## src/rtl/drawing_datapath_if.sv

```systemverilog
`default_nettype none
// ============================================================================
// Module      : drawing_datapath_if
// Description : Control-state, mouse and VGA write-port bundle for the
//               drawing datapath. The slave side is the datapath; the master
//               side is whatever drives the control state and consumes pixels.
// Revision    : 1.0 - initial release
// ============================================================================
interface drawing_datapath_if;
  logic [2:0] iState;
  logic [7:0] iMouseX;
  logic [6:0] iMouseY;
  logic [2:0] iColour;
  logic [7:0] oX;
  logic [6:0] oY;
  logic [2:0] oColour;
  logic       oPlot;
  logic       oDone;
  logic       oMove;

  modport master (
    output iState, iMouseX, iMouseY, iColour,
    input  oX, oY, oColour, oPlot, oDone, oMove
  );

  modport slave (
    input  iState, iMouseX, iMouseY, iColour,
    output oX, oY, oColour, oPlot, oDone, oMove
  );
endinterface
`default_nettype wire

```

## src/rtl/drawing_datapath.sv

```systemverilog
`default_nettype none
// ============================================================================
// Module      : drawing_datapath
// Description : Pixel-generation datapath for the mouse paint pipeline.
//               Produces cursor, brush, erase and full-screen-clear pixel
//               sweeps on a 160x120 VGA write port, and returns the move flag
//               and sweep-done pulse to the control FSM.
//               Optional build macro: DRAW_ROUND_BRUSH_EN (rounded brush,
//               corner pixels of DRAW/ERASE squares are not plotted).
// Revision    : 1.0 - initial release
// ============================================================================
module drawing_datapath #(
  parameter int         SCREEN_W      = 160,
  parameter int         SCREEN_H      = 120,
  parameter int         CURSOR_SIZE   = 4,
  parameter int         BRUSH_SIZE    = 4,
  parameter logic [2:0] CURSOR_COLOUR = 3'b111,
  parameter logic [2:0] BG_COLOUR     = 3'b000
) (
  input  logic                iClk,
  input  logic                iResetn,
  drawing_datapath_if.slave   bus
);

  typedef enum logic [2:0] {
    ST_IDLE       = 3'd0,
    ST_MOVE       = 3'd1,
    ST_WAIT       = 3'd2,
    ST_CLEAN      = 3'd3,
    ST_DRAW       = 3'd4,
    ST_ERASE      = 3'd5,
    ST_CLEAR_WAIT = 3'd6,
    ST_CLEAR      = 3'd7
  } state_e;

  localparam logic [7:0] c_max_x       = 8'(SCREEN_W - 1);
  localparam logic [6:0] c_max_y       = 7'(SCREEN_H - 1);
  localparam logic [7:0] c_cur_last_x  = 8'(CURSOR_SIZE - 1);
  localparam logic [6:0] c_cur_last_y  = 7'(CURSOR_SIZE - 1);
  localparam logic [7:0] c_brs_last_x  = 8'(BRUSH_SIZE - 1);
  localparam logic [6:0] c_brs_last_y  = 7'(BRUSH_SIZE - 1);

  state_e     w_state;
  logic [7:0] w_mouse_x;
  logic [6:0] w_mouse_y;
  logic       w_entry;
  logic       w_sweeping;
  logic [7:0] w_base_x;
  logic [6:0] w_base_y;
  logic [2:0] w_colour;
  logic [7:0] w_last_col;
  logic [6:0] w_last_row;
  logic [8:0] w_px;
  logic [7:0] w_py;
  logic       w_clipped;
  logic       w_in_new;
  logic       w_corner;
  logic       w_plot;
  logic       w_last_pixel;

  logic [2:0] r_prev_state;
  logic [7:0] r_cur_x;
  logic [6:0] r_cur_y;
  logic [7:0] r_new_x;
  logic [6:0] r_new_y;
  logic [7:0] r_col;
  logic [6:0] r_row;
  logic       r_finished;
  logic [2:0] r_brush_colour;
  logic [7:0] r_x;
  logic [6:0] r_y;
  logic [2:0] r_colour;
  logic       r_plot;
  logic       r_done;

  assign w_state   = state_e'(bus.iState);
  assign w_mouse_x = (bus.iMouseX > c_max_x) ? c_max_x : bus.iMouseX;
  assign w_mouse_y = (bus.iMouseY > c_max_y) ? c_max_y : bus.iMouseY;
  assign w_entry   = (bus.iState != r_prev_state);

  assign bus.oMove   = (w_state == ST_IDLE) &&
                       ((w_mouse_x != r_cur_x) || (w_mouse_y != r_cur_y));
  assign bus.oX      = r_x;
  assign bus.oY      = r_y;
  assign bus.oColour = r_colour;
  assign bus.oPlot   = r_plot;
  assign bus.oDone   = r_done;

  // Per-state sweep geometry: origin, square size and colour.
  always_comb begin
    w_sweeping = 1'b0;
    w_base_x   = r_cur_x;
    w_base_y   = r_cur_y;
    w_colour   = BG_COLOUR;
    w_last_col = c_cur_last_x;
    w_last_row = c_cur_last_y;
    case (w_state)
      ST_MOVE: begin
        w_sweeping = 1'b1;
        w_base_x   = r_new_x;
        w_base_y   = r_new_y;
        w_colour   = CURSOR_COLOUR;
      end
      ST_CLEAN: begin
        w_sweeping = 1'b1;
      end
      ST_DRAW: begin
        w_sweeping = 1'b1;
        w_colour   = r_brush_colour;
        w_last_col = c_brs_last_x;
        w_last_row = c_brs_last_y;
      end
      ST_ERASE: begin
        w_sweeping = 1'b1;
        w_last_col = c_brs_last_x;
        w_last_row = c_brs_last_y;
      end
      ST_CLEAR: begin
        w_sweeping = 1'b1;
        w_base_x   = 8'd0;
        w_base_y   = 7'd0;
        w_last_col = c_max_x;
        w_last_row = c_max_y;
      end
      default: begin
        w_sweeping = 1'b0;
      end
    endcase
  end

  // Pixel address one bit wider than the port so off-screen pixels can be clipped.
  assign w_px      = {1'b0, w_base_x} + {1'b0, r_col};
  assign w_py      = {1'b0, w_base_y} + {1'b0, r_row};
  assign w_clipped = (w_px >= 9'(SCREEN_W)) || (w_py >= 8'(SCREEN_H));

  // CLEAN must not erase pixels the freshly drawn cursor already covers.
  assign w_in_new  = (w_state == ST_CLEAN) &&
                     (w_px >= {1'b0, r_new_x}) &&
                     (w_px <  ({1'b0, r_new_x} + 9'(CURSOR_SIZE))) &&
                     (w_py >= {1'b0, r_new_y}) &&
                     (w_py <  ({1'b0, r_new_y} + 8'(CURSOR_SIZE)));

`ifdef DRAW_ROUND_BRUSH_EN
  assign w_corner  = ((w_state == ST_DRAW) || (w_state == ST_ERASE)) &&
                     ((r_col == 8'd0) || (r_col == c_brs_last_x)) &&
                     ((r_row == 7'd0) || (r_row == c_brs_last_y));
`else
  assign w_corner  = 1'b0;
`endif

  assign w_plot       = !w_clipped && !w_in_new && !w_corner;
  assign w_last_pixel = (r_col == w_last_col) && (r_row == w_last_row);

  // Entry detection, sweep counters, cursor bookkeeping and registered pixel port.
  always_ff @(posedge iClk or negedge iResetn) begin
    if (!iResetn) begin
      r_prev_state   <= ST_IDLE;
      r_cur_x        <= 8'd0;
      r_cur_y        <= 7'd0;
      r_new_x        <= 8'd0;
      r_new_y        <= 7'd0;
      r_col          <= 8'd0;
      r_row          <= 7'd0;
      r_finished     <= 1'b0;
      r_brush_colour <= 3'd0;
      r_x            <= 8'd0;
      r_y            <= 7'd0;
      r_colour       <= 3'd0;
      r_plot         <= 1'b0;
      r_done         <= 1'b0;
    end else begin
      r_prev_state <= bus.iState;
      if (w_entry) begin
        r_col      <= 8'd0;
        r_row      <= 7'd0;
        r_finished <= 1'b0;
        r_plot     <= 1'b0;
        r_done     <= 1'b0;
        if (w_state == ST_MOVE) begin
          r_new_x <= w_mouse_x;
          r_new_y <= w_mouse_y;
        end
        if (w_state == ST_DRAW) begin
          r_brush_colour <= bus.iColour;
        end
      end else if (w_sweeping && !r_finished) begin
        r_x      <= w_px[7:0];
        r_y      <= w_py[6:0];
        r_colour <= w_colour;
        r_plot   <= w_plot;
        r_done   <= w_last_pixel;
        if (w_last_pixel) begin
          r_finished <= 1'b1;
          if (w_state == ST_CLEAN) begin
            r_cur_x <= r_new_x;
            r_cur_y <= r_new_y;
          end
        end else if (r_col == w_last_col) begin
          r_col <= 8'd0;
          r_row <= r_row + 7'd1;
        end else begin
          r_col <= r_col + 8'd1;
        end
      end else begin
        r_plot <= 1'b0;
        r_done <= 1'b0;
      end
    end
  end

endmodule
`default_nettype wire

```

## src/flat_wrapper.sv

```systemverilog
// flat-port wrapper written by rule: the top's interface ports become plain ports
module drawing_datapath_flat 
#(
  parameter int         SCREEN_W      = 160,
  parameter int         SCREEN_H      = 120,
  parameter int         CURSOR_SIZE   = 4,
  parameter int         BRUSH_SIZE    = 4,
  parameter logic [2:0] CURSOR_COLOUR = 3'b111,
  parameter logic [2:0] BG_COLOUR     = 3'b000
)
  (iClk, iResetn, bus_iState, bus_iMouseX, bus_iMouseY, bus_iColour, bus_oX, bus_oY, bus_oColour, bus_oPlot, bus_oDone, bus_oMove);
  drawing_datapath_if bus_i ();
  input  logic iClk;
  input  logic iResetn;
  input wire logic [$bits(bus_i.iState)-1:0] bus_iState;
  input wire logic [$bits(bus_i.iMouseX)-1:0] bus_iMouseX;
  input wire logic [$bits(bus_i.iMouseY)-1:0] bus_iMouseY;
  input wire logic [$bits(bus_i.iColour)-1:0] bus_iColour;
  output wire logic [$bits(bus_i.oX)-1:0] bus_oX;
  output wire logic [$bits(bus_i.oY)-1:0] bus_oY;
  output wire logic [$bits(bus_i.oColour)-1:0] bus_oColour;
  output wire logic [$bits(bus_i.oPlot)-1:0] bus_oPlot;
  output wire logic [$bits(bus_i.oDone)-1:0] bus_oDone;
  output wire logic [$bits(bus_i.oMove)-1:0] bus_oMove;
  assign bus_i.iState = bus_iState;
  assign bus_i.iMouseX = bus_iMouseX;
  assign bus_i.iMouseY = bus_iMouseY;
  assign bus_i.iColour = bus_iColour;
  assign bus_oX = bus_i.oX;
  assign bus_oY = bus_i.oY;
  assign bus_oColour = bus_i.oColour;
  assign bus_oPlot = bus_i.oPlot;
  assign bus_oDone = bus_i.oDone;
  assign bus_oMove = bus_i.oMove;
  drawing_datapath #(.SCREEN_W(SCREEN_W), .SCREEN_H(SCREEN_H), .CURSOR_SIZE(CURSOR_SIZE), .BRUSH_SIZE(BRUSH_SIZE), .CURSOR_COLOUR(CURSOR_COLOUR), .BG_COLOUR(BG_COLOUR)) u_core (.iClk(iClk), .iResetn(iResetn), .bus(bus_i));
endmodule
```

## config.mk

```make
export PLATFORM = sky130hd
export DESIGN_NAME = drawing_datapath_flat
export DESIGN_NICKNAME = d
export VERILOG_FILES = /design/src/rtl/drawing_datapath_if.sv /design/src/rtl/drawing_datapath.sv /design/src/flat_wrapper.sv
export SDC_FILE = /design/constraint.sdc
export NUM_CORES = 1
export LEC_CHECK = 0
export CAP_MARGIN = 0
export CORE_UTILIZATION = 40
export CTS_CLUSTER_DIAMETER = 60
export DETAILED_ROUTE_END_ITERATION = 8
export DONT_BUFFER_PORTS = 1
export PLACE_DENSITY_LB_ADDON = 0.08
export SYNTH_ARGS = -nofsm -noshare
export SYNTH_HDL_FRONTEND = slang
export SYNTH_SLANG_ARGS = --single-unit
```

## constraint.sdc

```tcl
create_clock -name iClk -period 3.8 [get_ports iClk]
set_clock_uncertainty 0.15 [all_clocks]
set_input_delay 0.19 -clock iClk [delete_from_list [all_inputs] [get_ports iClk]]
set_output_delay 0.19 -clock iClk [all_outputs]
set_load 0.02 [all_outputs]
```

After elaboration in Yosys (flattened, before gate mapping):

Cells that the tools add are included.

* bits in registers: 72
* bits of input ports: 23
* output and inout bits: 21
* word-level logic and storage cells: 88

* add/subtract/negate cells: 6
* $lt $le $gt $ge: 8
* equality and inequality tests: 11
* multiplexer cells: 23
* bitwise gates (word level): 1
* reductions and logical operators: 25

Operator list (number)
* $mux W8: 6
* $mux W7: 6
* $pmux W8 S2: 1
* $pmux W7 S2: 1
* $reduce_and A2 Y1: 5
* $add A8 B3 Y9 const B: 1
* $add A8 B8 Y9: 1
* $eq A3 B3 Y1 const B: 3
* $ge A9 B8 Y1: 1
* $ge A9 B8 Y1 const B: 1
* $lt A9 B9 Y1: 1
* $add A7 B3 Y8 const B: 1
* $add A7 B7 Y8: 1
* $add A8 B1 Y8 const B: 1
* $eq A8 B8 Y1: 1
* $ge A8 B7 Y1: 1
* $ge A8 B7 Y1 const B: 1
* $gt A8 B8 Y1 const B: 1
* $logic_and A1 B1 Y1: 8
* $lt A8 B8 Y1: 1
* $mux W1: 8
* $ne A8 B8 Y1: 1
* $add A7 B1 Y7 const B: 1
* $eq A7 B7 Y1: 1
* 15 further kinds: 20

Logic depth before layout (Yosys ltp):

Gate-level depths: netlist of run 1.

* word-level depth: 12
* gate-level depth with buffers: 18
* mapped depth without buffers: 17

Worst setup path before layout of run 1:

Ideal clock, no wire load.

* path type: input-to-reg
* start: input bus_iState[2]
* end: register u_core.r_plot (netlist: u_core.bus.oPlot)
* setup time: 0.104 ns
* arrival: 3.476 ns
* data required time: 3.546 ns
* slack: 0.071 ns
* stages on the path: 16
* path buffers: 2
* cells stage by stage: clkbuf_1 > o21ai_1 > clkbuf_1 > nand2_1 > o21ai_0 > ha_1 > fa_1 > a211oi_1 > o21bai_1 > o21a_1 > ha_1 > a21o_1 > a211o_1 > a41oi_1 > nor4_1 > a221oi_1

* elaborated cells between the ends (all ways): 29
* classes of those cells: add/sub: 2; order compare: 6; eq/ne: 6; mux: 5; reduce/logical: 10

RTL lines
* start, declared: line flat_wrapper.sv:15 `input wire logic [$bits(bus_i.iState)-1:0] bus_iState;`
* $eq A3 B3 Y1 / $eq A3 B1 Y1 (equally long branches): line drawing_datapath.sv:97 `case (w_state)`
* $pmux W7 S2 *: line drawing_datapath.sv:97
* $add A7 B7 Y8 *: line drawing_datapath.sv:133 `assign w_py = {1'b0, w_base_y} + {1'b0, r_row};`
* named net u_core.w_py[4]: line drawing_datapath.sv:54 `logic [7:0] w_py;`
* $ge A8 B7 Y1: line drawing_datapath.sv:140 `(w_py >= {1'b0, r_new_y}) &&`
* $logic_and A1 B1 Y1: line drawing_datapath.sv:139 `(w_px < ({1'b0, r_new_x} + 9'(CURSOR_SIZE))) &&`
* $logic_and A1 B1 Y1: line drawing_datapath.sv:140
* $logic_not A1 Y1: line drawing_datapath.sv:151 `assign w_plot = !w_clipped && !w_in_new && !w_corner;`
* $logic_and A1 B1 Y1 *: line drawing_datapath.sv:151
* $mux W1 *: line drawing_datapath.sv:186 `end else if (w_sweeping && !r_finished) begin`
* $mux W1 *: line drawing_datapath.sv:173 `if (w_entry) begin`
* end signal, assigned: line drawing_datapath.sv:190 `r_plot <= w_plot;`
* end, declared: line drawing_datapath.sv:73 `logic r_plot;`

The timed path passes the listed nets; every way through them passes the cells marked *.
A chain may end at the register's enable or synchronous reset.

Final worst setup path of run 1:

* start: register u_core.r_new_y[0]
* end: register u_core.r_plot (netlist: u_core.bus.oPlot)

* word-level cells in the longest chain between the ends: 9
* elaborated cells between the ends (all ways): 14
* classes of those cells: add/sub: 2; order compare: 3; mux: 3; reduce/logical: 6

Ends and longest elaborated chain
* start, declared: line drawing_datapath.sv:65 `logic [6:0] r_new_y;`
* start signal, assigned: line drawing_datapath.sv:181 `r_new_y <= w_mouse_y;`
* $pmux W7 S2 *: line drawing_datapath.sv:97
* $add A7 B7 Y8 *: line drawing_datapath.sv:133
* named net u_core.w_py[4]: line drawing_datapath.sv:54
* $ge A8 B7 Y1: line drawing_datapath.sv:140
* $logic_and A1 B1 Y1: line drawing_datapath.sv:139
* $logic_and A1 B1 Y1: line drawing_datapath.sv:140
* $logic_not A1 Y1: line drawing_datapath.sv:151
* $logic_and A1 B1 Y1 *: line drawing_datapath.sv:151
* $mux W1 *: line drawing_datapath.sv:186
* $mux W1 *: line drawing_datapath.sv:173

Marks and branches as above.

==> metrics, run 1 <==
outcome finished clean; Root Driver sky130_fd_sc_hd__clkbuf_16; number of nets produced by synthesis 623; Total Power 0.002313 W; fill cell instance count of the final layout 1276; detailed placer's ending HPWL 10710 um; TritonCTS buffer count 9; height of the die 115.7 um; largest net degree at the start of global routing 73; 1st-pass router iterations 5; share of synthesized area occupied by flip-flops and latches 0.3482; final slew viol count 0; final global-route overflow total 0; diode count 0; Post-route DRC 0; Max Cap Viol 0; number of DRC markers after the initial detailed-route iteration 275; vias per cell 5.698; Critical Path Start u_core.r_new_y[0]; CTS sink cnt 72; main area contributors after synthesis sky130_fd_sc_hd__dfrtp_1 35%, sky130_fd_sc_hd__ha_1 12%, sky130_fd_sc_hd__xnor2_1 4.2%; CP required 3890 ps; Detail Route Antenna Nets 0; Power Dens Cells 380.2 mW/mm2; Netlist cell types 64; Period minus WS final 3622 ps; number of buffers on the longest clock path 2; peak supply drop 257.0 uV; RSZ-0062 raised after global routing false; worst slack after detailed placement -68.91 ps; warnings from Yosys 0; area growth from synthesis to layout 17.58%; layout cell share with drive strength beyond 1 0.1345; most used flip-flop cell after synthesis sky130_fd_sc_hd__dfrtp_1; cell with the most instances after synthesis sky130_fd_sc_hd__dfrtp_1; post-synthesis register bit count 72; type of element capturing the critical path register; peak fanout along the critical path 5; vias in the first global route 4175; Leakage 2.784 nW; gpl congestion 0.9207; Worst R2R Setup Slack 180 ps; number of setup violations in the final report 0; synthesized area 0.005174 mm2; I/O pin total 44; full die area 0.01339 mm2; Setup Crit Path Kind reg2reg; Final Net Count 663; final core utilization 0.4821; total via count in the routed design 4370; arrival time reported for the critical path endpoint 3720 ps; Core Footprint 0.01262 mm2; startpoint of the most critical hold path bus_iMouseX[7]; buffers added on ports 0; Post-synth EDFFs 0; asr flop ratio synth 1.000; normalized max-slew margin 0.4253; number of antenna violations at the first check in global routing 0; aggregate global-route resource usage 0.2294; upper clock frequency limit 276.1 MHz; path class of the lowest-slack min-delay path in2reg; Yosys top cell by area sky130_fd_sc_hd__dfrtp_1; first-pass GRT wire length 22680 um; final instance area 0.006083 mm2; instance area after placement 0.005497 mm2; most numerous cell types in the synthesized netlist 72 x sky130_fd_sc_hd__dfrtp_1, 57 x sky130_fd_sc_hd__nand2_1, 48 x sky130_fd_sc_hd__ha_1; H-tree level count 3; clock-pin slew on the worst setup and hold paths 60 ps; worst reg2reg path startpoint u_core.r_new_y[0]; CTS tree done; Synth Area per Inst 9.407 um2; starting density of the core 0.4100; number of standard-cell rows in the floorplan 41; ratio of final minimum period to clock period 0.9532; number of post-CTS setup repair buffers 0; startpoint types register; slew at the pin with the worst max-slew slack 858.3 ps; WL per Instance 18.55 um; count of final hold-check violations 0; final wirelength 14230 um; top-area cell type share of the netlist area 0.3482; insertion delay of the later-clocked pin in the worst-skew pair 340 ps; cell count after synthesis 550; die width 115.7 um; worst setup slack after layout 177.8 ps
## metal layers
layer  up-vias  routed length, um  global-route usage  share of wire
met1      2123               6978              0.3289           0.49
met3        21                591             0.03190          0.042
met4         0                371              0.1000          0.026
met5         -                  0                   0              0
li1       2099                  -                   -              -
met2       127               6290              0.3441           0.44
## final cells by class
cell class	count	area, um2	area share
multi-input cells	430	3197	0.5255
inverters	28	105.1	0.01728
clock inverters	6	82.58	0.01357
well taps	172	215.2	0.03538
repair buffers	49	442.9	0.07281
flip-flops and latches	72	1802	0.2962
clock buffers	10	239.0	0.03928
## power by group
part | switching, W | internal [W] | total (W)
Clock | 0.000334 | 0.000589 | 0.000923
Sequential | 0.000112 | 0.000837 | 0.000949
Combinational | 0.000242 | 0.000200 | 0.000442
Total | 0.000688 | 0.00163 | 0.00231
## state kept, by name, summed over array words and instances, names as in the netlist
register	flops
u_core.r_cur_y	7
u_core.r_row	7
u_core.r_new_x	8
u_core.bus.oPlot	1
u_core.r_brush_colour	3
u_core.r_new_y	7
u_core.bus.oDone	1
u_core.bus.oX	8
u_core.r_prev_state	3
u_core.r_cur_x	8
u_core.bus.oY	7
u_core.r_finished	1
u_core.bus.oColour	3
u_core.r_col	8
## what timing repair did
action	4_1_cts	5_1_grt
hold buffers	23	0
endpoints found under the setup margin	1	1
pin swaps	1	0
gates resized for setup	1	2
hold endpoints to repair	96	0
## path summary, 6_finish.rpt
check,cells past startpoint,end
max,14,u_core.bus.oPlot
min,2,u_core.r_new_x[6]
max reg2reg,14,u_core.bus.oPlot
min reg2reg,1,u_core.r_brush_colour[0]
max in group asynchronous,2,u_core.r_cur_x[3]
min in group asynchronous,2,u_core.r_row[4]
## stage by stage
stage / hold slack [ps] / TNS, ps / cells
after floorplan: -255.6 / 0 / 550
after global placement: -253.3 / -48.75 / 728
after detailed placement: -252.9 / -68.91 / 728
after CTS: 18.67 / 0 / 767
after global routing: 24.20 / 0 / 767
final: 30.68 / 0 / 767
## layout by cell type (no fill, tap or decap), types with 5 or more instances in the layout
master / Yosys / routed
sky130_fd_sc_hd__a21o_1: 6 / 6
sky130_fd_sc_hd__a21oi_1: 29 / 29
sky130_fd_sc_hd__a22oi_1: 15 / 15
sky130_fd_sc_hd__and3_1: 6 / 6
sky130_fd_sc_hd__buf_4: 0 / 26
sky130_fd_sc_hd__clkbuf_16: 0 / 9
sky130_fd_sc_hd__dfrtp_1: 72 / 72
sky130_fd_sc_hd__dlygate4sd3_1: 0 / 22
sky130_fd_sc_hd__ha_1: 48 / 48
sky130_fd_sc_hd__inv_1: 28 / 28
sky130_fd_sc_hd__mux2_2: 16 / 16
sky130_fd_sc_hd__mux2_4: 10 / 10
sky130_fd_sc_hd__mux2i_1: 6 / 6
sky130_fd_sc_hd__nand2_1: 57 / 57
sky130_fd_sc_hd__nand2b_1: 9 / 9
sky130_fd_sc_hd__nand3_1: 19 / 19
sky130_fd_sc_hd__nand4_1: 6 / 6
sky130_fd_sc_hd__nor2_1: 22 / 22
sky130_fd_sc_hd__nor2b_1: 7 / 7
sky130_fd_sc_hd__nor3_1: 10 / 9
sky130_fd_sc_hd__o211ai_1: 7 / 7
sky130_fd_sc_hd__o21a_1: 7 / 7
sky130_fd_sc_hd__o21ai_0: 42 / 42
sky130_fd_sc_hd__o22ai_1: 5 / 5
sky130_fd_sc_hd__o31ai_1: 6 / 6
sky130_fd_sc_hd__or3_1: 9 / 9
sky130_fd_sc_hd__xnor2_1: 25 / 25
sky130_fd_sc_hd__xor2_1: 6 / 6
## cells by family (layout without fill, tap and decap cells)
group / after synthesis / count (layout) / share of synthesized area
mux: 33 / 33 / 0.07981
flops: 72 / 72 / 0.3482
compound gates: 145 / 145 / 0.1838
simple gates: 171 / 171 / 0.1744
fa+ha+maj: 50 / 50 / 0.1238
xor+xnor: 31 / 31 / 0.05248
buf+inv: 48 / 93 / 0.03748
## critical path: stages (launching register included)
cell                       delay (ps)
sky130_fd_sc_hd__dfrtp_1          450
sky130_fd_sc_hd__a22oi_1          150
sky130_fd_sc_hd__o21ai_0          100
sky130_fd_sc_hd__ha_1             220
sky130_fd_sc_hd__fa_1             430
sky130_fd_sc_hd__a211oi_2         200
sky130_fd_sc_hd__buf_4            160
sky130_fd_sc_hd__o21bai_1          80
sky130_fd_sc_hd__o21a_1           160
sky130_fd_sc_hd__ha_1             330
sky130_fd_sc_hd__a21o_1           200
sky130_fd_sc_hd__a211o_1          290
sky130_fd_sc_hd__a41oi_2          220
sky130_fd_sc_hd__nor4_1           100
sky130_fd_sc_hd__a221oi_1         290
Power figures use the tool's default switching activity.
==> inputs of run 2 (changes only) <==
- MAX_ROUTING_LAYER: unset -> met4
==> run 2 against run 1 <==
  * Utilization up 0.67 points
  * Sequential power about the same
  * Setup slack gained 50 ps
  * Register-to-register slack better by 50 ps
  * Final area is 1.4% higher
  * Flip-flop and latch count did not move
  * Via count shrank 1.9%
  * Largest cell class unchanged
  * Largest power group is now the clock network
==> metrics, run 2 (synthesized netlist as in run 1, its figures left out) <==
outcome finished clean; Final Net Count 666; total via count in the routed design 4286; aggregate global-route resource usage 0.2394; post-route setup TNS 0 ps; Total Power 0.002413 W; first-pass GRT wire length 23140 um; Setup Crit Path Kind reg2reg; CP required 3910 ps; full die area 0.01339 mm2; worst setup slack after layout 227.5 ps; Post-route DRC 0; number of standard-cell rows in the floorplan 41; CP endpoint u_core.bus.oPlot; normalized max-slew margin 0.4250; endpoint of the lowest-slack register-to-register path u_core.bus.oPlot; type of element capturing the critical path register; layout cell share with drive strength beyond 1 0.1455; Power Dens Cells 391.3 mW/mm2; number of setup violations in the final report 0; arrival time reported for the critical path endpoint 3680 ps; fill cell instance count of the final layout 1259; TritonCTS buffer count 9; CTS sink cnt 72; largest net degree at the start of global routing 73; slew at the pin with the worst max-slew slack 858.7 ps; detailed placer's ending HPWL 10580 um; CP most frequent cell sky130_fd_sc_hd__ha_1; stage delay of the slowest cell on the critical path 410 ps; cell family contributing the most delay on the critical path compound AO/OA/AOI/OAI gates; final wirelength 14100 um; worst slack after detailed placement -66.18 ps; cell at the slowest stage of the critical path sky130_fd_sc_hd__dfrtp_1; Detail Route Antenna Nets 0; number of DRC markers after the initial detailed-route iteration 280; gpl congestion 0.9091; RSZ-0062 raised after global routing false; buffers added on ports 0; vias in the first global route 4252; peak fanout along the critical path 5; Critical Path Start u_core.r_cur_y[0]; path class of the lowest-slack min-delay path in2reg; area taken by flip-flops and latches 0.001803 mm2; Max Cap Viol 0; ratio of final minimum period to clock period 0.9401; diode count 0; number of antenna violations at the first check in global routing 0; commonest non-fill, non-tap cells in the layout 71 x sky130_fd_sc_hd__dfrtp_1, 57 x sky130_fd_sc_hd__nand2_1, 48 x sky130_fd_sc_hd__ha_1; area growth from synthesis to layout 19.23%; peak supply drop 206.5 uV; count of final hold-check violations 0; 1st-pass router iterations 4; area taken by multi-input logic gates 0.003227 mm2; Core Footprint 0.01262 mm2; upper clock frequency limit 279.9 MHz; I/O pin total 44; critical path depth in cells 14; final slew viol count 0; clock-pin slew on the worst setup and hold paths 60 ps; starting density of the core 0.4100; die width 115.7 um; Period minus WS final 3573 ps; insertion delay of the later-clocked pin in the worst-skew pair 340 ps; vias per cell 5.566; WL per Instance 18.31 um; startpoint types register; cell depth of the worst flop-to-flop path 14; height of the die 115.7 um; number of buffers on the longest clock path 2; Worst R2R Setup Slack 230 ps; commonest non-fill, non-tap cell in the layout sky130_fd_sc_hd__dfrtp_1; Leakage 2.815 nW; CTS tree done; worst reg2reg path startpoint u_core.r_cur_y[0]; list of cells traversed by the critical path a22oi_1 -> o21ai_0 -> ha_1 -> fa_2 -> a211oi_2 -> buf_4 -> o21bai_1 -> o21a_1 -> ha_1 -> a21o_1 -> a211o_1 -> a41oi_4 -> nor4_4 -> a221oi_2; Root Driver sky130_fd_sc_hd__clkbuf_16; H-tree level count 3; final global-route overflow total 0; total buffers and inverters traversed by the critical path 1
-- run 2: cell types whose count changed in the layout (fill, tap and decap cells not counted), sizes merged --
cell         delta
buf             +4
clkinv          -2
bufinv          +1
clkbuf          +1
dlygate4sd3     -1
-- run 2: stage by stage --
| stage | instance area (um2) | util | cells | hold slack, ps |
|---|---|---|---|---|
| after floorplan | 5174 | - | 550 | -255.6 |
| after global placement | 5519 | 0.4373 | 731 | -253.6 |
| after detailed placement | 5519 | 0.4373 | 731 | -252.3 |
| after CTS | 6120 | 0.4849 | 770 | 12.90 |
| after global routing | 6168 | 0.4888 | 770 | 28.90 |
| final | 6168 | 0.4888 | 770 | 10.76 |
-- run 2: worst min-delay path, cell delays in order --
cell and delay (ps):
sky130_fd_sc_hd__nor2b_1 140, sky130_fd_sc_hd__nand2_1 60, sky130_fd_sc_hd__o21ai_0 70
-- run 2: per-layer routing --
layer	routed length, um	GRT usage
met5	0	-
met4	329	0.09060
met3	436	0.03347
met2	6259	0.3441
met1	7072	0.3396
-- run 2: layout make-up --
| cell class | count | area share |
|---|---|---|
| clock buffers | 11 | 0.04097 |
| well taps | 172 | 0.03489 |
| inverters | 28 | 0.01704 |
| repair buffers | 52 | 0.07505 |
| multi-input cells | 430 | 0.5231 |
| flip-flops and latches | 72 | 0.2923 |
| clock inverters | 5 | 0.01663 |
-- run 2: repair_timing --
item	4_1_cts	5_1_grt
buffers inserted	1	0
endpoints found under the hold margin	96	0
endpoints found under the setup margin	1	1
cloned	0	0
pin swaps	1	0
hold buffers	22	0
gates resized for setup	0	9
-- run 2: report_power, final --
group / internal, W / switching [W] / total (W)
combinational: 0.000204 / 0.000246 / 0.000449
clock: 0.000676 / 0.000338 / 0.00101
sequential: 0.000838 / 0.000113 / 0.000950
-- run 2: worst min-delay path by stage --
stage | endpoint | start | cells after the start
finish | u_core.r_new_x[5] | bus_iMouseX[5] | 3
global route | u_core.r_new_x[5] | bus_iMouseX[5] | 3
CTS | u_core.r_new_x[5] | bus_iMouseX[5] | 3
detailed placement | u_core.bus.oY[6] | iResetn | 0
global placement | u_core.bus.oY[1] | iResetn | 0
floorplan | u_core.bus.oColour[0] | iResetn | 0
==> inputs of run 3 (changes only) <==
- clock period: 3.8 -> 3.6 ns (I/O delays scaled with it)
==> run 3 against run 2 <==
  * Sequential share of layout area shrank 0.23 points
  * Utilization grew 0.42 points
  * Final area is 0.85% higher
  * Largest cell class unchanged
  * Sequential power rose by 4.4%
==> metrics, run 3 (synthesized netlist as in run 1, its figures left out) <==
sum of met2 wire segment lengths after detailed routing 6588 um; Detail Route Antenna Nets 0; aggregate global-route resource usage 0.2444; total via count in the routed design 4319; gpl congestion 0.9345; arrival time reported for the critical path endpoint 3460 ps; commonest non-fill, non-tap cell in the layout sky130_fd_sc_hd__dfrtp_1; CP required 3660 ps; 1st-pass router iterations 5; peak fanout along the critical path 4; layout cell share with drive strength beyond 1 0.1691; ratio of final minimum period to clock period 0.9441; detailed placer's ending HPWL 11020 um; number of antenna violations at the first check in global routing 0; first-pass GRT wire length 23500 um; number of DRC markers after the initial detailed-route iteration 255; path class of the lowest-slack min-delay path in2reg; Max Cap Viol 0; I/O pin total 44; CTS sink cnt 72; RSZ-0062 raised after global routing false; number of setup violations in the final report 0; clock-pin slew on the worst setup and hold paths 60 ps; Post-route DRC 0; buffers added on ports 0; WL per Instance 18.63 um; area taken by flip-flops and latches 0.001804 mm2; type of element capturing the critical path register; insertion delay of the later-clocked pin in the worst-skew pair 340 ps; top routing layer in use met4; peak supply drop 260.3 uV; final wirelength 14550 um; number of standard-cell rows in the floorplan 41; area growth from synthesis to layout 20.24%; total length of routed met3 wires 455 um; height of the die 115.7 um; normalized max-slew margin 0.5765; area taken by multi-input logic gates 0.003248 mm2; die width 115.7 um; largest net degree at the start of global routing 73; final global-route overflow total 0; Period minus WS final 3399 ps; starting density of the core 0.4100; Leakage 2.866 nW; vias per cell 5.530; Root Driver sky130_fd_sc_hd__clkbuf_16; post-route setup TNS 0 ps; CTS tree done; outcome finished clean; Core Footprint 0.01262 mm2; upper clock frequency limit 294.2 MHz; commonest non-fill, non-tap cells in the layout 70 x sky130_fd_sc_hd__dfrtp_1, 57 x sky130_fd_sc_hd__nand2_1, 47 x sky130_fd_sc_hd__ha_1; vias in the first global route 4275; tightest hold margin 76.77 ps; TritonCTS buffer count 9; H-tree level count 3; Final Net Count 677; startpoint types register; Power Dens Cells 388.4 mW/mm2; diode count 0; routed metal-1 wire length 7198 um; slew at the pin with the worst max-slew slack 635.3 ps; full die area 0.01339 mm2; Setup Crit Path Kind reg2reg; number of buffers on the longest clock path 2; final slew viol count 0; fill cell instance count of the final layout 1247; count of final hold-check violations 0
run 3: cell count changes in the layout (fill, tap and decap cells not counted), moves of 2 or more:
| cell | before | now |
|---|---|---|
| sky130_fd_sc_hd__bufinv_16 | 3 | 1 |
| sky130_fd_sc_hd__clkbuf_1 | 0 | 2 |
| sky130_fd_sc_hd__o21ai_0 | 41 | 38 |
| sky130_fd_sc_hd__o21ai_1 | 2 | 5 |
| sky130_fd_sc_hd__buf_4 | 30 | 40 |
run 3: report_power, final:
part / internal [W] / switching (W) / leakage (nW)
sequential: 0.000884 / 0.000108 / 0.954
clock: 0.000573 / 0.000348 / 0.150
combinational: 0.000231 / 0.000273 / 1.76
total: 0.00169 / 0.000728 / 2.87
run 3: routing by layer:
layer  GRT usage  vias up
met5           -        -
li1            -     2131
met4     0.09145        0
met3     0.03452       17
met2      0.3625       77
met1      0.3378     2094
run 3: worst paths after layout:
kind	slack, ps	end	cells past startpoint	from
max reg2reg	200	u_core.bus.oPlot	14	u_core.r_cur_x[0]
max in group asynchronous	2730	u_core.r_new_x[0]	2	iResetn
min in group asynchronous	240	u_core.bus.oY[6]	2	iResetn
min	80	u_core.bus.oPlot	3	bus_iState[1]
max	200	u_core.bus.oPlot	14	u_core.r_cur_x[0]
min reg2reg	370	u_core.r_brush_colour[2]	1	u_core.r_brush_colour[2]
run 3: layout make-up:
type                       count  area share
clock buffer                  13     0.04183
multi-input combinational    430      0.5221
tap                          172     0.03459
inverter                      28     0.01689
timing repair buffer          63     0.08809
sequential                    72      0.2900
clock inverter                 3    0.006436
run 3: per-stage QoR:
stage                     total power (W)  setup WS [ps]    util  instance area (um2)  std cells
after global routing             0.002539          3.230  0.4930                 6221        781
after global placement           0.001447         -253.5  0.4419                 5577        738
after detailed placement         0.001457         -267.2  0.4419                 5577        738
after floorplan                  0.001297          8.631       -                 5180        550
after CTS                        0.002431         0.6333  0.4863                 6137        777
final                            0.002416          201.2  0.4930                 6221        781
run 3: critical path: stages (launching register included):
cell and delay [ps]:
sky130_fd_sc_hd__dfrtp_2 390, sky130_fd_sc_hd__a22oi_1 90, sky130_fd_sc_hd__o21ai_1 240, sky130_fd_sc_hd__ha_2 220
sky130_fd_sc_hd__inv_1 50, sky130_fd_sc_hd__fa_1 400, sky130_fd_sc_hd__nand2b_4 170, sky130_fd_sc_hd__a21oi_2 190
sky130_fd_sc_hd__buf_4 130, sky130_fd_sc_hd__o22a_1 190, sky130_fd_sc_hd__ha_1 270, sky130_fd_sc_hd__a211oi_1 340
sky130_fd_sc_hd__nand4_1 170, sky130_fd_sc_hd__nor4_2 150, sky130_fd_sc_hd__a221oi_1 110
run 3: what timing repair did:
action	4_1_cts	5_1_grt
endpoints found under the hold margin	96	0
buffers inserted	0	4
pin swaps	0	7
hold buffers	23	0
endpoints found under the setup margin	1	1
gates resized for setup	5	13
